**src/rtl/mem_access_stage.sv**
```systemverilog
// MEM pipeline stage: issues loads/stores on a req/gnt/rvalid bus and aligns load data.
// Optional MISALIGN_TRAP_EN: misaligned H/W accesses trap instead of being force-aligned.
module mem_access_stage #(
   parameter logic [7:0] TIMEOUT = 8'd255
) (
   input  logic        clk,
   input  logic        rst_n,
   input  logic        ex_valid,
   input  logic [31:0] ex_alu_result,
   input  logic [31:0] ex_rs2_data,
   input  logic [2:0]  ex_funct3,
   input  logic [4:0]  ex_rd,
   input  logic        ex_reg_write,
   input  logic        ex_mem_read,
   input  logic        ex_mem_write,
   input  logic        ex_mem_to_reg,
   output logic        mem_stall,
   output logic        dmem_req,
   output logic        dmem_we,
   output logic [31:0] dmem_addr,
   output logic [31:0] dmem_wdata,
   output logic [3:0]  dmem_be,
   input  logic        dmem_gnt,
   input  logic        dmem_rvalid,
   input  logic [31:0] dmem_rdata,
   output logic        wb_valid,
   output logic [31:0] wb_data,
   output logic [4:0]  wb_rd,
   output logic        wb_reg_write,
   output logic        mem_err,
   output logic        misalign_o
);

   typedef enum logic [1:0] {IDLE, REQ, WAIT} state_t;

   state_t      state, state_nxt;
   logic [7:0]  cnt;
   logic [1:0]  ofs_p1;
   logic [2:0]  f3_p1;
   logic [4:0]  rd_p1;
   logic [31:0] alu_p1;
   logic        reg_write_p1, mem_to_reg_p1;

   logic        is_mem, misaligned, trap, accept_mem, accept_alu;
   logic        stall, done_store, done_load, abort, tmo;
   logic [1:0]  ofs_ex;
   logic [3:0]  be_ex;

   function automatic logic [31:0] store_lanes(input logic [31:0] d, input logic [1:0] size);
      case (size)
         2'b00:   store_lanes = {4{d[7:0]}};
         2'b01:   store_lanes = {2{d[15:0]}};
         default: store_lanes = d;
      endcase
   endfunction

   function automatic logic [31:0] load_align(input logic [31:0] d, input logic [1:0] ofs,
                                              input logic [2:0] f3);
      logic [31:0] sh;
      sh = d >> {ofs, 3'b000};
      case (f3[1:0])
         2'b00:   load_align = f3[2] ? {24'd0, sh[7:0]}  : {{24{sh[7]}}, sh[7:0]};
         2'b01:   load_align = f3[2] ? {16'd0, sh[15:0]} : {{16{sh[15]}}, sh[15:0]};
         default: load_align = sh;
      endcase
   endfunction

   // Decode of the EX/MEM instruction; low address bits not legal for the size are dropped.
   always_comb begin
      is_mem     = ex_mem_read | ex_mem_write;
      misaligned = 1'b0;
      ofs_ex     = 2'b00;
      be_ex      = 4'b1111;
      case (ex_funct3[1:0])
         2'b00: begin
            ofs_ex = ex_alu_result[1:0];
            be_ex  = 4'b0001 << ofs_ex;
         end
         2'b01: begin
            misaligned = ex_alu_result[0];
            ofs_ex     = {ex_alu_result[1], 1'b0};
            be_ex      = 4'b0011 << ofs_ex;
         end
         default: misaligned = |ex_alu_result[1:0];
      endcase
`ifdef MISALIGN_TRAP_EN
      trap = (state == IDLE) & ex_valid & is_mem & misaligned;
`else
      trap = 1'b0;
`endif
      accept_mem = (state == IDLE) & ex_valid & is_mem & ~trap;
      accept_alu = (state == IDLE) & ex_valid & ~is_mem;
   end

   assign tmo = (TIMEOUT != 8'd0) && (state != IDLE) && (cnt == TIMEOUT);

   always_comb begin
      state_nxt  = state;
      stall      = 1'b0;
      dmem_req   = 1'b0;
      done_store = 1'b0;
      done_load  = 1'b0;
      abort      = 1'b0;
      case (state)
         IDLE: if (accept_mem) begin
            stall     = 1'b1;
            state_nxt = REQ;
         end
         REQ: if (tmo) begin
            abort     = 1'b1;
            state_nxt = IDLE;
         end else begin
            dmem_req = 1'b1;
            if (dmem_gnt && dmem_we) begin
               done_store = 1'b1;
               state_nxt  = IDLE;
            end else begin
               stall = 1'b1;
               if (dmem_gnt) state_nxt = WAIT;
            end
         end
         WAIT: if (tmo) begin
            abort     = 1'b1;
            state_nxt = IDLE;
         end else if (dmem_rvalid) begin
            done_load = 1'b1;
            state_nxt = IDLE;
         end else begin
            stall = 1'b1;
         end
         default: state_nxt = IDLE;
      endcase
   end

   // Stall is combinational from state; held low while reset is asserted.
   assign mem_stall = stall & rst_n;

   always_ff @(posedge clk or negedge rst_n) begin
      if (!rst_n) begin
         state         <= IDLE;
         cnt           <= 8'd0;
         dmem_we       <= 1'b0;
         dmem_addr     <= 32'd0;
         dmem_wdata    <= 32'd0;
         dmem_be       <= 4'd0;
         ofs_p1        <= 2'd0;
         f3_p1         <= 3'd0;
         rd_p1         <= 5'd0;
         alu_p1        <= 32'd0;
         reg_write_p1  <= 1'b0;
         mem_to_reg_p1 <= 1'b0;
         wb_valid      <= 1'b0;
         wb_data       <= 32'd0;
         wb_rd         <= 5'd0;
         wb_reg_write  <= 1'b0;
         mem_err       <= 1'b0;
         misalign_o    <= 1'b0;
      end else begin
         state <= state_nxt;
         cnt   <= (state == IDLE) ? 8'd0 : cnt + 8'd1;
         if (accept_mem) begin
            dmem_we       <= ex_mem_write;
            dmem_addr     <= {ex_alu_result[31:2], 2'b00};
            dmem_wdata    <= store_lanes(ex_rs2_data, ex_funct3[1:0]);
            dmem_be       <= be_ex;
            ofs_p1        <= ofs_ex;
            f3_p1         <= ex_funct3;
            rd_p1         <= ex_rd;
            alu_p1        <= ex_alu_result;
            reg_write_p1  <= ex_reg_write;
            mem_to_reg_p1 <= ex_mem_to_reg;
         end
         // Result register to MEM/WB: one strobe per completed instruction.
         wb_valid     <= accept_alu | trap | done_store | done_load | abort;
         mem_err      <= abort;
         misalign_o   <= trap;
         wb_reg_write <= 1'b0;
         if (accept_alu | trap) begin
            wb_data      <= ex_alu_result;
            wb_rd        <= ex_rd;
            wb_reg_write <= accept_alu & ex_reg_write;
         end else if (done_load) begin
            wb_data      <= mem_to_reg_p1 ? load_align(dmem_rdata, ofs_p1, f3_p1) : alu_p1;
            wb_rd        <= rd_p1;
            wb_reg_write <= reg_write_p1;
         end else if (done_store | abort) begin
            wb_data <= alu_p1;
            wb_rd   <= rd_p1;
         end
      end
   end

endmodule
```
**config.mk**
```make
export PLATFORM = sky130hd
export DESIGN_NAME = mem_access_stage
export DESIGN_NICKNAME = d
export VERILOG_FILES = /design/src/rtl/mem_access_stage.sv
export SDC_FILE = /design/constraint.sdc
export NUM_CORES = 1
export LEC_CHECK = 0
export BUFFER_PORTS_ARGS = -buffer_cell sky130_fd_sc_hd__buf_2
export CAP_MARGIN = 10
export CORE_MARGIN = 5
export CORE_UTILIZATION = 42
export DETAILED_ROUTE_END_ITERATION = 10
export GPL_TIMING_DRIVEN = 1
export PLACE_DENSITY = 0.68
export SLEW_MARGIN = 20
export SYNTH_ARGS = -nofsm -noshare
export SYNTH_HDL_FRONTEND = slang
export SYNTH_SLANG_ARGS = --single-unit
```
**constraint.sdc**
```tcl
create_clock -name clk -period 2.6 [get_ports clk]
set_input_delay 0.26 -clock clk [delete_from_list [all_inputs] [get_ports clk]]
set_output_delay 0.26 -clock clk [all_outputs]
set_load 0.01 [all_outputs]
```
==> results of run 1 <==
registers in the layout, summed over array words and instances (netlist names):
| register | cells |
|---|---|
| f3_p1 | 3 |
| rd_p1 | 5 |
| cnt | 8 |
| reg_write_p1 | 1 |
| dmem_be | 4 |
| wb_reg_write | 1 |
| state | 2 |
| wb_valid | 1 |
| mem_to_reg_p1 | 1 |
| dmem_we | 1 |
| wb_data | 32 |
| ofs_p1 | 2 |
| dmem_wdata | 32 |
| mem_err | 1 |
| wb_rd | 5 |
| alu_p1 | 32 |
tightest hold or removal path, cell delays in order:
cell	delay [ns]
buf_2	0.08
nand2_1	0.04
o31ai_1	0.05
per-layer routing:
layer / vias to the layer above / global-route usage / share of wire
li1: 2691 / - / -
met1: 2805 / 0.279 / 0.42
met2: 251 / 0.339 / 0.47
met3: 20 / 0.0639 / 0.094
met4: 2 / 0.0543 / 0.013
met5: - / 0 / 0.00097
placed cells by master, fill, tap and decap left out, types with 21 or more instances in the layout:
cell type  count
buf_2        220
nand2_1       58
mux2_2        52
a22oi_1       24
nor2_1        39
mux2i_1       47
a21oi_1       21
dfrtp_1      131
a211oi_1      22
o21ai_0       55
kinds of logic (layout without fill, tap and decap cells):
logic type | count (synthesis) | count (layout)
adders and majority gates | 6 | 6
and+or+nand+nor | 130 | 130
AOI/OAI and AO/OA | 193 | 193
xor gates and xnor gates | 6 | 6
buffers and inverters | 83 | 280
muxes | 99 | 99
other | 1 | 3
DFF | 131 | 131
cell type report:
class,count,area (sq um),share of cell area
Sequential cell,131,3280,0.379
Clock inverter,12,204,0.0236
Multi-Input combinational cell,437,3100,0.358
Timing Repair Buffer,242,1340,0.154
Inverter,6,22.5,0.00260
Tap cell,216,270,0.0312
Clock buffer,20,447,0.0516
through the flow:
step	hold WS, ns	util
2_1_floorplan	-0.0356	-
3_3_place_gp	0.233	0.503
3_5_place_dp	0.228	0.503
4_1_cts	0.0393	0.545
5_1_grt	0.0409	0.545
6_report	0.0587	0.545
timing repair:
action	in CTS	in global routing
hold buffers	1	0
hold endpoints to repair	48	0
resized for setup	0	0
power groups by stage:
stage / logic, W / clock network, W / registers [W]
2_1_floorplan: 0.00283 / 0 / 0.00379
3_3_place_gp: 0.00424 / 0 / 0.00368
3_5_place_dp: 0.00433 / 0 / 0.00370
4_1_cts: 0.00434 / 0.00269 / 0.00369
5_1_grt: 0.00474 / 0.00282 / 0.00381
6_report: 0.00428 / 0.00265 / 0.00369
worst max path at each step:
stage / cells after the start / from / endpoint
finish: 6 / cnt[0] / mem_stall
global route: 8 / state[0] / wb_data[12]
CTS: 5 / f3_p1[0] / wb_data[22]
detailed placement: 5 / f3_p1[0] / wb_data[23]
global placement: 5 / f3_p1[0] / wb_data[16]
floorplan: 8 / state[0] / wb_data[30]
==> impl_metrics.csv, run 1 <==
group,metric,value,unit
status,outcome,"completed",
global_route,grt_max_degree,84,
power_and_ir_drop,power.switching,0.00393,W
route,drc,0,
floorplan,dieArea,0.0189,sq mm
place,portBuffers,221,
setup_path,start_kind,"flop",
final_layout,n_fill_cell,1471,
setup_path,end_kind,"output pin",
sta,setup_viol,0,
setup_path,cp.buffers_inverters,1,
sta,fmax,427,MHz
setup_path,max_stage_delay,0.42,ns
setup_path,critical_path.top_delay_family,"simple AND/OR/NAND/NOR gates",
power_and_ir_drop,vdd_drop_max,0.509,mV
worst_hold_path,hp-class,"input port to flop",
yosys,synth_top_family_by_area,"compound AO/OA/AOI/OAI gates",
place,gp_congestion,0.799,
power_and_ir_drop,seqPwrFrac,0.347,
place,pre_cts_ws,0.182,ns
worst_hold_path,holdCritStartpoint,"ex_alu_result[4]",
place,place_area,0.00799,sq mm
yosys,synth.distinct_cells,49,
global_route,grt_use_total,0.211,
yosys,synth_area_leaders,"dfrtp_1, mux2_2, mux2i_1, o21ai_0, buf_4",
floorplan,row_count,46,
sta,rsz0062_at_grt,"false",
worst_hold_path,hold_path_depth,3,
sta,final.setup.tns,0,ns
worst_hold_path,whs_endpoint,"wb_data[4]",
yosys,synth_edf_count,0,
setup_path,path_class,"flop to output pin",
place,hpwl,14.3,mm
setup_path,cp.required,2.34,ns
clock_network,cts_tree,"yes",
yosys,ys_async_sr_fraction,1.00,
floorplan,dieWidth,137,microns
yosys,synth_compound_area_frac,0.191,
route,drtPass1Iterations,5,
yosys,synth_fa_ha_area_frac,0.0110,
clock_network,clock_path_buffers,2,
setup_path,crit_path_cell_trace,"ha_1 > and4b_1 > nand2_1 > o21ai_0 > a21oi_1 > buf_2",
setup_path,worstReg2RegStart,"state[0]",
place,numPlacedInstances,1030,
yosys,synth.ff_latch_count,131,
clock_network,htreeDepth,4,
yosys,yosys.area.top_type,"dfrtp_1",
floorplan,ios,225,
global_route,overflow,0,
clock_network,cts_root_buf,"clkbuf_16",
clock_network,cts_made_buffers,17,
clock_network,clkTransAtPathRegs,0.06,ns
power_and_ir_drop,swShare,0.369,
yosys,ys_seq_area_frac,0.482,
clock_network,cts_sinks,131,
global_route,grt_pass1_vias,5746,
yosys,syn_area_per_cell,10.5,sq um
setup_path,r2r_end,"wb_data[12]",
yosys,synth_ff_type,"dfrtp_1",
floorplan,start_util,0.429,
sta,period_share,0.900,
final_layout,diodes,0,
sta,fin_skew,0.00782,ns
final_layout,final_cells,1064,
global_route,grt_pass1_wl,31.1,mm
yosys,synth_cells,649,
power_and_ir_drop,power.share.combinational,0.403,
route,drtAntennaViolNets,0,
clock_network,cts_setup_buffers,0,
final_layout,final_nets,954,
clock_network,clk_latency,0.41,ns
floorplan,fp.dieH,137,microns
yosys,synthXorXnorAreaFrac,0.00772,
setup_path,ff2ff_setup_slack,0.27,ns
yosys,synth.most_common_cell,"dfrtp_1",
setup_path,cp_slowest_cell,"dfrtp_1",
route,wirelength,19.6,mm
sta,maxSlewViolCount,0,
power_and_ir_drop,p_total,0.0106,W
setup_path,worst-path-max-fanout,5,
sta,tightest_slew,0.817,ns
yosys,synth.cells.most_frequent,"dfrtp_1, nand2_1, o21ai_0, mux2_2, mux2i_1",
route,num_vias,5769,
yosys,synth-simple-area-share,0.0847,
route,routedWlPerCell,18.4,microns
setup_path,critPathArrivalTime,2.08,ns
flow_run,max_cap_violations,0,
final_layout,finalInstanceArea,0.00866,sq mm
global_route,antenna_found_initial,1,
power_and_ir_drop,p_leak,4.10,nW
power_and_ir_drop,p_int,0.00670,W
sta,finalHoldViolCount,0,
yosys,ys_warn_count,0,
final_layout,final_layout_size_suffix_gt1_frac,0.407,
floorplan,core,0.0159,sq mm
yosys,syn_area,0.00681,sq mm
final_layout,area_delta_synth_final,27.2,%
route,drt_iter0_drc,332,
yosys,synth_top_area_frac,0.482,
sta,setup_ws,0.260,ns
setup_path,worstRegToRegCells,8,
power_and_ir_drop,clkPwrFrac,0.250,
sta,relSlewSlack,0.441,
sta,fin_crit,2.34,ns
yosys,synthMuxAreaShare,0.155,
route,vias_per_cell,5.42,
power_and_ir_drop,power_density,1230,mW/mm^2
Power figures use the tool's default switching activity.
==> inputs of run 2 (changes only) <==
--- a/config.mk
+++ b/config.mk
@@ -11,6 +11,7 @@
 export CORE_UTILIZATION = 42
 export DETAILED_ROUTE_END_ITERATION = 10
 export GPL_TIMING_DRIVEN = 1
+export HOLD_SLACK_MARGIN = 0.06
 export PLACE_DENSITY = 0.68
 export SLEW_MARGIN = 20
 export SYNTH_ARGS = -nofsm -noshare
==> impl_metrics.csv, run 2 (synthesized netlist as in run 1, its figures left out) <==
group,metric,value,unit
global_route,grt_max_degree,84,
setup_path,worstReg2RegStart,"state[0]",
floorplan,row_count,46,
sta,fin_skew,0.00608,ns
global_route,grt_pass1_wl,31.1,mm
sta,relSlewSlack,0.440,
setup_path,cp_slowest_cell,"dfrtp_1",
setup_path,cp.buffers_inverters,1,
floorplan,core,0.0159,sq mm
worst_hold_path,whs_endpoint,"wb_data[2]",
setup_path,worst-path-max-fanout,5,
worst_hold_path,holdCritStartpoint,"ex_alu_result[2]",
place,pre_cts_ws,0.182,ns
setup_path,critical_path.top_delay_family,"simple AND/OR/NAND/NOR gates",
sta,final.setup.tns,0,ns
route,drt_iter0_drc,366,
clock_network,htreeDepth,4,
setup_path,crit_path_cell_trace,"ha_1 > and4b_1 > nand2_1 > o21ai_0 > a21oi_1 > buf_2",
final_layout,seq_area,0.00328,sq mm
floorplan,start_util,0.429,
route,drtAntennaViolNets,0,
route,drc,0,
clock_network,cts_sinks,131,
status,outcome,"completed",
sta,tightest_slew,0.819,ns
route,drtPass1Iterations,5,
final_layout,multi_input_area,0.00310,sq mm
sta,maxSlewViolCount,0,
setup_path,start_kind,"flop",
route,routedWlPerCell,18.3,microns
place,portBuffers,221,
floorplan,fp.dieH,137,microns
final_layout,area_delta_synth_final,28.1,%
setup_path,cp.required,2.34,ns
setup_path,r2r_end,"wb_data[12]",
sta,fmax,427,MHz
global_route,overflow,0,
clock_network,clk_latency,0.41,ns
sta,finalHoldViolCount,0,
sta,setup_ws,0.260,ns
route,vias_per_cell,5.40,
final_layout,final_common_cell,"buf_2",
floorplan,dieArea,0.0189,sq mm
sta,setup_viol,0,
worst_hold_path,hold_path_depth,3,
global_route,grt_pass1_vias,5787,
setup_path,end_kind,"output pin",
final_layout,diodes,0,
global_route,grt_use_total,0.211,
final_layout,n_fill_cell,1464,
final_layout,final_cells,1070,
worst_hold_path,hp-class,"input port to flop",
final_layout,layout_common_cells,"buf_2, dfrtp_1, nand2_1, o21ai_0, mux2_2",
final_layout,final_nets,960,
power_and_ir_drop,power_density,1220,mW/mm^2
route,num_vias,5775,
final_layout,final_layout_size_suffix_gt1_frac,0.404,
clock_network,clock_path_buffers,2,
power_and_ir_drop,p_leak,4.12,nW
clock_network,cts_root_buf,"clkbuf_16",
global_route,antenna_found_initial,1,
floorplan,dieWidth,137,microns
power_and_ir_drop,vdd_drop_max,0.508,mV
place,hpwl,14.3,mm
clock_network,cts_tree,"yes",
place,numPlacedInstances,1030,
place,gp_congestion,0.799,
setup_path,worstRegToRegCells,8,
route,wirelength,19.6,mm
sta,fin_crit,2.34,ns
sta,rsz0062_at_grt,"false",
setup_path,max_stage_delay,0.42,ns
sta,period_share,0.900,
clock_network,cts_made_buffers,17,
flow_run,max_cap_violations,0,
setup_path,critPathArrivalTime,2.08,ns
setup_path,path_class,"flop to output pin",
clock_network,clkTransAtPathRegs,0.06,ns
floorplan,ios,225,
final_layout,reg.largest.list,"alu_p1: 32 flops, dmem_wdata: 32 flops, wb_data: 32 flops",
setup_path,ff2ff_setup_slack,0.27,ns
-- run 2: worst min-delay path, stage by stage --
cell and delay (ns):
buf_2 0.09, nand2_1 0.04, o31ai_1 0.05
-- run 2: worst max-delay path by stage --
stage / startpoint / end / slack, ns / cells past startpoint
after floorplan: state[0] / wb_data[30] / 0.58 / 8
after CTS: f3_p1[0] / wb_data[22] / 0.16 / 5
after global routing: state[0] / wb_data[12] / 0.09 / 8
after detailed placement: f3_p1[0] / wb_data[23] / 0.18 / 5
after global placement: f3_p1[0] / wb_data[16] / 0.33 / 5
final: cnt[0] / mem_stall / 0.26 / 6
-- run 2: final cells by class --
type                       instances  area share
clock buffer                      20      0.0512
clock inverter                    12      0.0234
inverter                           6     0.00258
multi-input combinational        437       0.356
sequential                       131       0.376
tap                              216      0.0310
timing repair buffer             248       0.160
-- run 2: per-layer routing --
metal | wire [microns] | global-route usage | vias up
met2 | 9290 | 0.340 | 234
met4 | 299 | 0.0571 | 2
li1 | - | - | 2704
met1 | 8310 | 0.279 | 2811
met3 | 1700 | 0.0636 | 24
met5 | 19 | 0 | -
-- run 2: stage by stage --
step                hold WS, ns  area (sq um)   util  power [W]
floorplan               -0.0356          6820      -    0.00662
CTS                      0.0610          8710  0.548     0.0107
global placement          0.233          7990  0.503    0.00792
global route             0.0848          8720  0.549     0.0114
detailed placement        0.228          7990  0.503    0.00803
finish                   0.0805          8720  0.549     0.0106
-- run 2: repair_timing --
action                    CTS  global route
buffers inserted            0             0
hold buffers                7             0
hold endpoints to repair   54             0
resized for setup           0             0
-- run 2: where the power goes --
| group | total [W] | internal [W] | switching (W) | leakage, nW |
|---|---|---|---|---|
| clock network | 0.00265 | 0.00173 | 0.000915 | 0.307 |
| logic | 0.00429 | 0.00197 | 0.00232 | 2.21 |
| registers | 0.00369 | 0.00300 | 0.000687 | 1.60 |
| total | 0.0106 | 0.00671 | 0.00392 | 4.12 |
